File: src/rtl/spi_fl_master_gen.sv
// rtl/spi_fl_master_gen.sv - SPI flash master (mode 0) with divider, dummy cycles, write/read data phases
// and a minimum chip-select gap between transactions.
module spi_fl_master_gen #(
  parameter int DATA_W  = 32,
  parameter int ADDR_W  = 24,
  parameter int CLK_DIV = 2,
  parameter int CS_HIGH = 4,
  parameter int DUMMY_W = 4
) (
  input  logic                      clk,
  input  logic                      rst,
  output logic                      ss,
  output logic                      sclk,
  output logic                      mosi,
  input  logic                      miso,
  input  logic [DATA_W-1:0]         data_in,
  output logic [DATA_W-1:0]         data_out,
  input  logic [ADDR_W-1:0]         address,
  input  logic [7:0]                command,
  input  logic [2:0]                commtype,
  input  logic [$clog2(DATA_W):0]   ndata_bits,
  input  logic [DUMMY_W-1:0]        dummy_cycles,
  input  logic                      validflag,
  output logic                      validflag_out,
  output logic                      tready
);

  localparam int NB_W     = $clog2(DATA_W) + 1;
  localparam int MAX_AD   = (ADDR_W > DATA_W) ? ADDR_W : DATA_W;
  localparam int MAX_BITS = (MAX_AD > (1 << DUMMY_W)) ? MAX_AD : (1 << DUMMY_W);
  localparam int CNT_W    = $clog2(MAX_BITS + 1);
  localparam int TX_W     = (MAX_AD > 8) ? MAX_AD : 8;
  localparam int DIV_W    = (CLK_DIV > 1) ? $clog2(CLK_DIV) : 1;
  localparam int GAP_W    = (CS_HIGH > 1) ? $clog2(CS_HIGH) : 1;

  localparam logic [2:0] S_IDLE  = 3'd0;
  localparam logic [2:0] S_CMD   = 3'd1;
  localparam logic [2:0] S_ADDR  = 3'd2;
  localparam logic [2:0] S_DUMMY = 3'd3;
  localparam logic [2:0] S_WRITE = 3'd4;
  localparam logic [2:0] S_READ  = 3'd5;
  localparam logic [2:0] S_TAIL  = 3'd6;
  localparam logic [2:0] S_GAP   = 3'd7;

  logic [2:0]         state;
  logic [DIV_W-1:0]   div_cnt;
  logic [CNT_W-1:0]   bit_cnt;
  logic [CNT_W-1:0]   bit_last;
  logic [GAP_W-1:0]   gap_cnt;
  logic [TX_W-1:0]    tx;
  logic [DATA_W-1:0]  rx;
  logic [ADDR_W-1:0]  addr_q;
  logic [DATA_W-1:0]  din_q;
  logic [NB_W-1:0]    nb_q;
  logic [DUMMY_W-1:0] dcyc_q;
  logic               has_addr, has_dummy, has_wr, has_rd;

  logic [2:0]         ct;
  logic [NB_W-1:0]    nb_clamp;
  logic [TX_W-1:0]    cmd_tx;
  logic [2:0]         nxt_state;
  logic [CNT_W-1:0]   nxt_last;
  logic [TX_W-1:0]    nxt_tx;
  logic               go_addr, go_dummy, go_data, in_shift;

  always_comb begin
    ct       = (commtype == 3'b111) ? 3'b000 : commtype;
    nb_clamp = (ndata_bits > NB_W'(DATA_W)) ? NB_W'(DATA_W) : ndata_bits;
    cmd_tx   = '0;
    cmd_tx[TX_W-1 -: 8] = command;
  end

  // Successor phase chosen at the last bit of the current one; absent phases are skipped.
  always_comb begin
    nxt_state = S_TAIL;
    nxt_last  = '0;
    nxt_tx    = '0;
    go_addr   = (state == S_CMD) && has_addr;
    go_dummy  = (state == S_ADDR) && has_dummy && (dcyc_q != '0);
    go_data   = !go_addr && !go_dummy && (nb_q != '0) && (has_wr || has_rd) &&
                ((state == S_CMD) || (state == S_ADDR) || (state == S_DUMMY));
    if (go_addr) begin
      nxt_state = S_ADDR;
      nxt_last  = CNT_W'(ADDR_W - 1);
      nxt_tx[TX_W-1 -: ADDR_W] = addr_q;
    end else if (go_dummy) begin
      nxt_state = S_DUMMY;
      nxt_last  = CNT_W'(dcyc_q) - CNT_W'(1);
    end else if (go_data) begin
      nxt_state = has_wr ? S_WRITE : S_READ;
      nxt_last  = CNT_W'(nb_q) - CNT_W'(1);
      if (has_wr) nxt_tx[TX_W-1 -: DATA_W] = din_q;
    end
  end

  assign in_shift = (state == S_CMD) || (state == S_ADDR) || (state == S_DUMMY) ||
                    (state == S_WRITE) || (state == S_READ);

  always_ff @(posedge clk or posedge rst) begin
    if (rst) begin
      state         <= S_IDLE;
      ss            <= 1'b1;
      sclk          <= 1'b0;
      mosi          <= 1'b0;
      tready        <= 1'b1;
      validflag_out <= 1'b0;
      data_out      <= '0;
      div_cnt       <= '0;
      bit_cnt       <= '0;
      bit_last      <= '0;
      gap_cnt       <= '0;
      tx            <= '0;
      rx            <= '0;
      addr_q        <= '0;
      din_q         <= '0;
      nb_q          <= '0;
      dcyc_q        <= '0;
      has_addr      <= 1'b0;
      has_dummy     <= 1'b0;
      has_wr        <= 1'b0;
      has_rd        <= 1'b0;
    end else begin
      validflag_out <= 1'b0;
      if (state == S_IDLE) begin
        if (validflag) begin
          state     <= S_CMD;
          tready    <= 1'b0;
          ss        <= 1'b0;
          sclk      <= 1'b0;
          mosi      <= command[7];
          tx        <= cmd_tx;
          bit_cnt   <= '0;
          bit_last  <= CNT_W'(7);
          div_cnt   <= '0;
          rx        <= '0;
          addr_q    <= address;
          din_q     <= data_in;
          nb_q      <= nb_clamp;
          dcyc_q    <= dummy_cycles;
          has_addr  <= (ct == 3'd2) || (ct == 3'd3) || (ct == 3'd5) || (ct == 3'd6);
          has_dummy <= (ct == 3'd6);
          has_wr    <= (ct == 3'd4) || (ct == 3'd5);
          has_rd    <= (ct == 3'd1) || (ct == 3'd3) || (ct == 3'd6);
        end
      end else if (in_shift) begin
        if (div_cnt == DIV_W'(CLK_DIV - 1)) begin
          div_cnt <= '0;
          if (!sclk) begin
            sclk <= 1'b1;
            if (state == S_READ) rx <= {rx[DATA_W-2:0], miso};
          end else begin
            // Falling sclk marks the bit boundary: present the next bit on mosi.
            sclk <= 1'b0;
            if (bit_cnt == bit_last) begin
              state    <= nxt_state;
              bit_cnt  <= '0;
              bit_last <= nxt_last;
              tx       <= nxt_tx;
              mosi     <= nxt_tx[TX_W-1];
            end else begin
              bit_cnt <= bit_cnt + CNT_W'(1);
              tx      <= {tx[TX_W-2:0], 1'b0};
              mosi    <= tx[TX_W-2];
            end
          end
        end else begin
          div_cnt <= div_cnt + DIV_W'(1);
        end
      end else if (state == S_TAIL) begin
        if (div_cnt == DIV_W'(CLK_DIV - 1)) begin
          div_cnt <= '0;
          ss      <= 1'b1;
          gap_cnt <= '0;
          state   <= S_GAP;
        end else begin
          div_cnt <= div_cnt + DIV_W'(1);
        end
      end else begin
        if (gap_cnt == GAP_W'(CS_HIGH - 1)) begin
          state         <= S_IDLE;
          tready        <= 1'b1;
          validflag_out <= 1'b1;
          if (has_rd) data_out <= rx;
        end else begin
          gap_cnt <= gap_cnt + GAP_W'(1);
        end
      end
    end
  end

endmodule
File: config.mk
export PLATFORM = sky130hd
export DESIGN_NAME = spi_fl_master_gen
export DESIGN_NICKNAME = d
export VERILOG_FILES = /design/src/rtl/spi_fl_master_gen.sv
export SDC_FILE = /design/constraint.sdc
export NUM_CORES = 1
export LEC_CHECK = 0
export BUFFER_PORTS_ARGS = -buffer_cell sky130_fd_sc_hd__buf_2
export CAP_MARGIN = 20
export CORE_MARGIN = 4
export CORE_UTILIZATION = 39
export CTS_CLUSTER_SIZE = 12
export DETAILED_ROUTE_END_ITERATION = 10
export PLACE_DENSITY_LB_ADDON = 0.25
export SYNTH_ARGS = -nofsm -noshare
export SYNTH_HDL_FRONTEND = slang
export SYNTH_SLANG_ARGS = --single-unit
File: constraint.sdc
create_clock -name clk -period 12.27 [get_ports clk]
set_input_delay 0.6135 -clock clk [delete_from_list [all_inputs] [get_ports clk]]
set_output_delay 0.6135 -clock clk [all_outputs]
set_load 0.03 [all_outputs]
==> results of run 1 <==
## cells in the final DEF (no fill, tap or decap), types with 7 or more instances in the layout
master / n
sky130_fd_sc_hd__dfrtp_1: 186
sky130_fd_sc_hd__nand2_1: 121
sky130_fd_sc_hd__buf_2: 117
sky130_fd_sc_hd__o21ai_0: 68
sky130_fd_sc_hd__mux2_2: 67
sky130_fd_sc_hd__mux2_4: 30
sky130_fd_sc_hd__a221oi_1: 24
sky130_fd_sc_hd__o21ai_1: 23
sky130_fd_sc_hd__nor2_1: 19
sky130_fd_sc_hd__clkbuf_16: 17
sky130_fd_sc_hd__nor3_1: 14
sky130_fd_sc_hd__xor2_1: 10
sky130_fd_sc_hd__inv_1: 9
sky130_fd_sc_hd__nand2b_1: 8
sky130_fd_sc_hd__a32oi_1: 8
sky130_fd_sc_hd__nand3_1: 8
sky130_fd_sc_hd__a21oi_1: 7
## sequential cells by signal (all words and copies together) (netlist names), 2 cells and up
name,count
bit_cnt,6
state,3
dcyc_q,4
bit_last,6
din_q,32
tx,31
gap_cnt,2
addr_q,24
rx,32
data_out,32
nb_q,6
## Yosys cell counts (3+ instances only)
library cell / number
sky130_fd_sc_hd__dfrtp_1: 186
sky130_fd_sc_hd__nand2_1: 122
sky130_fd_sc_hd__o21ai_0: 68
sky130_fd_sc_hd__mux2_2: 67
sky130_fd_sc_hd__clkbuf_1: 30
sky130_fd_sc_hd__mux2_4: 30
sky130_fd_sc_hd__a221oi_1: 24
sky130_fd_sc_hd__o21ai_1: 23
sky130_fd_sc_hd__nor2_1: 19
sky130_fd_sc_hd__buf_2: 14
sky130_fd_sc_hd__nor3_1: 14
sky130_fd_sc_hd__inv_1: 10
sky130_fd_sc_hd__xor2_1: 10
sky130_fd_sc_hd__a32oi_1: 8
sky130_fd_sc_hd__nand2b_1: 8
sky130_fd_sc_hd__nand3_1: 8
sky130_fd_sc_hd__a21oi_1: 7
sky130_fd_sc_hd__o41ai_2: 6
sky130_fd_sc_hd__a31oi_1: 4
sky130_fd_sc_hd__buf_6: 4
sky130_fd_sc_hd__ha_1: 4
sky130_fd_sc_hd__or3_1: 4
sky130_fd_sc_hd__a32o_1: 3
sky130_fd_sc_hd__and2_1: 3
sky130_fd_sc_hd__buf_4: 3
sky130_fd_sc_hd__o221ai_1: 3
sky130_fd_sc_hd__o41ai_1: 3
sky130_fd_sc_hd__or4_1: 3
sky130_fd_sc_hd__xnor2_1: 3
## worst max-delay path: cells and delay by family (launching register included)
kind,cells,cell delay [ns]
flops,1,0.74
simple gates,2,1.45
compound gates,2,0.57
## cell type report
cell class	instances	area, µm²
diodes	1	2.50
well taps	275	344
inverters	10	45.0
multi-input cells	482	3470
flip-flops and latches	188	4710
fillers	1963	11400
clock buffers	18	439
repair buffers	124	658
clock inverters	14	128
## cell families after synthesis
logic type / count (synthesis)
simple gates: 199
flops: 188
compound gates: 169
mux: 97
buf+inv: 61
xor+xnor: 13
fa+ha+maj: 4
## worst min path at each step
stage | from | endpoint | slack (ns) | depth (start not counted)
final | rst | data_out[6]$_DFFE_PP0P_ | 0.33 | 2
after global routing | rst | rx[9]$_DFFE_PP0P_ | 0.36 | 2
after global placement | tx[20]$_DFFE_PP0P_ | tx[20]$_DFFE_PP0P_ | 0.46 | 2
after CTS | rst | rx[10]$_DFFE_PP0P_ | 0.35 | 2
after floorplan | has_addr$_DFFE_PP0P_ | has_addr$_DFFE_PP0P_ | 0.44 | 2
after detailed placement | tx[27]$_DFFE_PP0P_ | tx[27]$_DFFE_PP0P_ | 0.47 | 2
## power breakdown
group / switching [mW] / leakage [nW] / internal (mW)
clock: 0.258 / 0.274 / 0.273
sequential: 0.190 / 2.42 / 0.876
combinational: 0.394 / 1.88 / 0.327
total: 0.842 / 4.58 / 1.48
## layer usage
layer,global-route usage,share of wire
met3,0.0476,0.051
met5,0,0.0022
met2,0.229,0.47
met4,0.0450,0.012
met1,0.206,0.47
## per-stage QoR
stage                     instances  utilization  instance area, µm²
final                          1112        0.463                9800
after global routing           1112        0.463                9800
after CTS                      1110        0.462                9770
after detailed placement       1078        0.435                9200
after global placement         1078        0.435                9200
after floorplan                 731            -                8460
==> metrics.yaml, run 1 <==
outcome: "completed"
placeableCoreArea_um2: 21200
setup.worst_path.class: "reg2reg"
area_growth_syn_to_layout_pct: 15.8
timing.clock.skew_ns: 0.0154
netlist_top_cells_area: "sky130_fd_sc_hd__dfrtp_1 55%, sky130_fd_sc_hd__mux2_2 8.9%, sky130_fd_sc_hd__nand2_1 5.4%, sky130_fd_sc_hd__mux2_4 5.3%, sky130_fd_sc_hd__o21ai_0 4.0%"
htreeDepth: 4
fin_ws_ns: 9.33
synthesis.area_per_instance_um2: 11.6
synth-seq-cells: 188
timing_hold_violations_final: 0
post_synth_instance_area_um2: 8460
vias_in_the_first_global_route: 5631
power-per-cell-area_nw_per_um2: 237
final_layout_size_suffix_gt1_frac: 0.334
num_io_pins: 118
postCtsSetupBuffers: 0
drv_cap: 0
synth_largest_type_area_fraction: 0.550
place_hpwl_um: 11500
cts_resized: 0
yosys.cell_types.count: 59
worst_slew_pin_tran_ns: 1.04
maxSlewHeadroom: 0.304
synth_sequential_area_ratio: 0.556
port_buffers: 117
chipWidth_um: 155
report.power.total_mw: 2.32
netlist_instances: 731
critPathMaxFanout: 50
synth-adder-area-share: 0.00592
synth-main-ff-cell: "sky130_fd_sc_hd__dfrtp_1"
num-nets-final: 908
die_footprint_um2: 24100
crit-reg2reg-capture: "tx[29]$_DFFE_PP0P_"
grt_antenna_before_repair: 4
path_cells: "or3_2 -> nand3_1 -> a221oi_1 -> o41ai_1"
drt-pass1-iter-count: 4
detail_route.vias_per_cell: 5.15
cts_buffer_depth: 2
ys_async_sr_fraction: 1.00
synth_fp_nets: 816
rr_worst_depth: 4
critical-path-max-stage-delay_ns: 0.89
slew_viol_final: 0
regToRegStartpoint: "state[2]$_DFFE_PP0P_"
synth_compound_area_frac: 0.138
start_util: 0.400
fin_crit_ns: 2.94
crit_arrival_ns: 3.21
setup.worst_path.end_class: "flip-flop"
synth_xor_area_frac: 0.0135
setup_viol_count_final: 0
synth_simple_gate_area_share: 0.110
std_cell_rows: 53
grt_max_degree: 111
timing.critical_path.slowest_stage_cell: "sky130_fd_sc_hd__or3_2"
ff2ff_setup_slack_ns: 9.33
finalWirelength_um: 17800
peakVddDrop_mv: 0.103
cts_num_sinks: 188
timing.critical_path.from_type: "flip-flop"
synth_warnings: 0
main_combinational_cell_family_by_area_after_synthesis: "multiplexers"
grt_use_total: 0.150
antenna_left: 0
synth_edf_count: 0
rsz_0062_raised_after_global_routing: "no"
cts_tree: "done"
worst_setup_sp: "state[2]$_DFFE_PP0P_"
crit_end: "tx[29]$_DFFE_PP0P_"
grt_pass1_wl_um: 29300
detail_route.iter0.violations: 264
die_h_um: 155
placement.setup.worst_slack_ns: 9.29
cp_data_required_time_ns: 12.53
grt_remaining_overflow: 0
cts-hold-fix-buffers: 0
fin_worst_hold_slack_ns: 0.333
fin_tns_setup_ns: 0
finalWeightedCongestion: 0.813
clock_insertion_delay_worst_skew_ns: 0.43
drc: 0
fmaxAchievable_ghz: 0.340
cts-buffers-inserted: 17
holdCritPathClass: "in2async"
vias: 5729
yosys-mux-area-fraction: 0.142
clockRootBuffer: "sky130_fd_sc_hd__clkbuf_16"
routed_wire_length_per_instance_um: 16.0
static-leakage-power_nw: 4.58
yosysTopAreaCell: "sky130_fd_sc_hd__dfrtp_1"
final.period_utilization: 0.240
clk_transition_reported_paths_ns: 0.08
Note: power is estimated with default switching activity, not from simulation.
==> inputs of run 2 (changes only) <==
Clock period 12.27 ns to 2.4 ns, I/O delays scaled along.
==> metrics.yaml, run 2 (synthesized netlist as in run 1, its figures left out) <==
outcome: "completed"
die_footprint_um2: 24100
grt_max_degree: 65
detail_route.vias_per_cell: 5.07
cts-buffers-inserted: 17
cts_tree: "done"
ff2ff_setup_slack_ns: 0.20
vias: 6100
fin_worst_hold_slack_ns: 0.0271
cts_buffer_depth: 2
critPathMaxFanout: 32
final_util: 0.508
area_growth_syn_to_layout_pct: 27.1
report.power.total_mw: 11.9
fin_tns_setup_ns: 0
place_hpwl_um: 12200
start_util: 0.400
crit_arrival_ns: 2.51
most_frequent_standard_cell_in_the_layout_excluding_fill_and_tap_cells: "sky130_fd_sc_hd__dfrtp_1"
placement.setup.worst_slack_ns: 0.223
grt_use_total: 0.162
num-nets-final: 1001
maxSlewHeadroom: 0.580
clock_insertion_delay_worst_skew_ns: 0.43
power-per-cell-area_nw_per_um2: 1110
num_io_pins: 118
port_buffers: 117
vias_in_the_first_global_route: 6293
postCtsSetupBuffers: 0
timing_hold_violations_final: 0
biggestRegsByFlops: "data_out (32), din_q (32), rx (32)"
fin_ws_ns: 0.204
grt_remaining_overflow: 0
clk_transition_reported_paths_ns: 0.07
cp_data_required_time_ns: 2.72
sequential_cell_area_um2: 4710
fin_cells: 1204
std_cell_rows: 53
diodes: 0
finalWirelength_um: 18700
cts_num_sinks: 188
holdCritPathClass: "in2reg"
drv_cap: 0
fmaxAchievable_ghz: 0.455
static-leakage-power_nw: 4.99
setup_viol_count_final: 0
placed_cell_areas_um2: 9440
placedCellCount: 1097
final_cell_area_um2: 10800
clockRootBuffer: "sky130_fd_sc_hd__clkbuf_16"
final.period_utilization: 0.915
detail_route.iter0.violations: 256
timing.clock.skew_ns: 0.0100
timing.critical_path.from_type: "flip-flop"
antenna_left: 0
htreeDepth: 4
grt_antenna_before_repair: 2
placeableCoreArea_um2: 21200
setup.worst_path.class: "reg2reg"
fillers: 1876
multi_input_comb_area_um2: 3470
routed_wire_length_per_instance_um: 15.5
die_h_um: 155
peakVddDrop_mv: 0.559
layout_common_cells: "186 x sky130_fd_sc_hd__dfrtp_1, 121 x sky130_fd_sc_hd__nand2_1, 117 x sky130_fd_sc_hd__buf_2"
drc: 0
drt-pass1-iter-count: 4
finalWeightedCongestion: 0.839
chipWidth_um: 155
final_layout_size_suffix_gt1_frac: 0.320
worst_slew_pin_tran_ns: 0.628
slew_viol_final: 0
grt_pass1_wl_um: 32000
setup.worst_path.end_class: "flip-flop"
fin_crit_ns: 2.20
rsz_0062_raised_after_global_routing: "no"
[run 2: cell type report]
cell class | count | area share
Clock buffer | 17 | 0.0396
Timing Repair Buffer | 217 | 0.151
Sequential cell | 188 | 0.438
Multi-Input combinational cell | 482 | 0.323
Inverter | 10 | 0.00384
Tap cell | 275 | 0.0320
Clock inverter | 15 | 0.0126
[run 2: per-layer routing]
metal,vias to the layer above,share of wire,track usage
li1,2993,-,-
met1,2971,0.47,0.217
met2,113,0.47,0.265
met3,19,0.043,0.0373
met4,4,0.014,0.0496
met5,-,0.0012,0
[run 2: final timing paths]
path                                            to                   from  cells after the start
setup / recovery           data_out[3]$_DFFE_PP0P_  dcyc_q[0]$_DFFE_PP0P_                      8
hold / removal                  tx[26]$_DFFE_PP0P_             command[2]                      3
setup reg to reg           data_out[3]$_DFFE_PP0P_  dcyc_q[0]$_DFFE_PP0P_                      8
hold reg to reg                 tx[28]$_DFFE_PP0P_     tx[28]$_DFFE_PP0P_                      2
max in group asynchronous    din_q[30]$_DFFE_PP0P_                    rst                      4
min in group asynchronous       rx[24]$_DFFE_PP0P_                    rst                      3
[run 2: where the power goes]
| part | internal [mW] | switching (mW) |
|---|---|---|
| Sequential | 4.46 | 0.935 |
| Combinational | 1.83 | 2.02 |
| Clock | 1.36 | 1.31 |
| Total | 7.65 | 4.27 |
[run 2: critical path: stages (launching register included)]
cell	delay (ns)
sky130_fd_sc_hd__dfrtp_1	0.40
sky130_fd_sc_hd__inv_1	0.06
sky130_fd_sc_hd__ha_1	0.21
sky130_fd_sc_hd__nor3b_1	0.15
sky130_fd_sc_hd__nand4b_2	0.29
sky130_fd_sc_hd__a221oi_4	0.36
sky130_fd_sc_hd__nand2_4	0.08
sky130_fd_sc_hd__buf_12	0.19
sky130_fd_sc_hd__mux2_4	0.32
[run 2: timing repair]
| item | 4_1_cts | 5_1_grt |
|---|---|---|
| hold endpoints to repair | 89 | 0 |
| hold buffers | 75 | 0 |
| gates resized for setup | 0 | 0 |
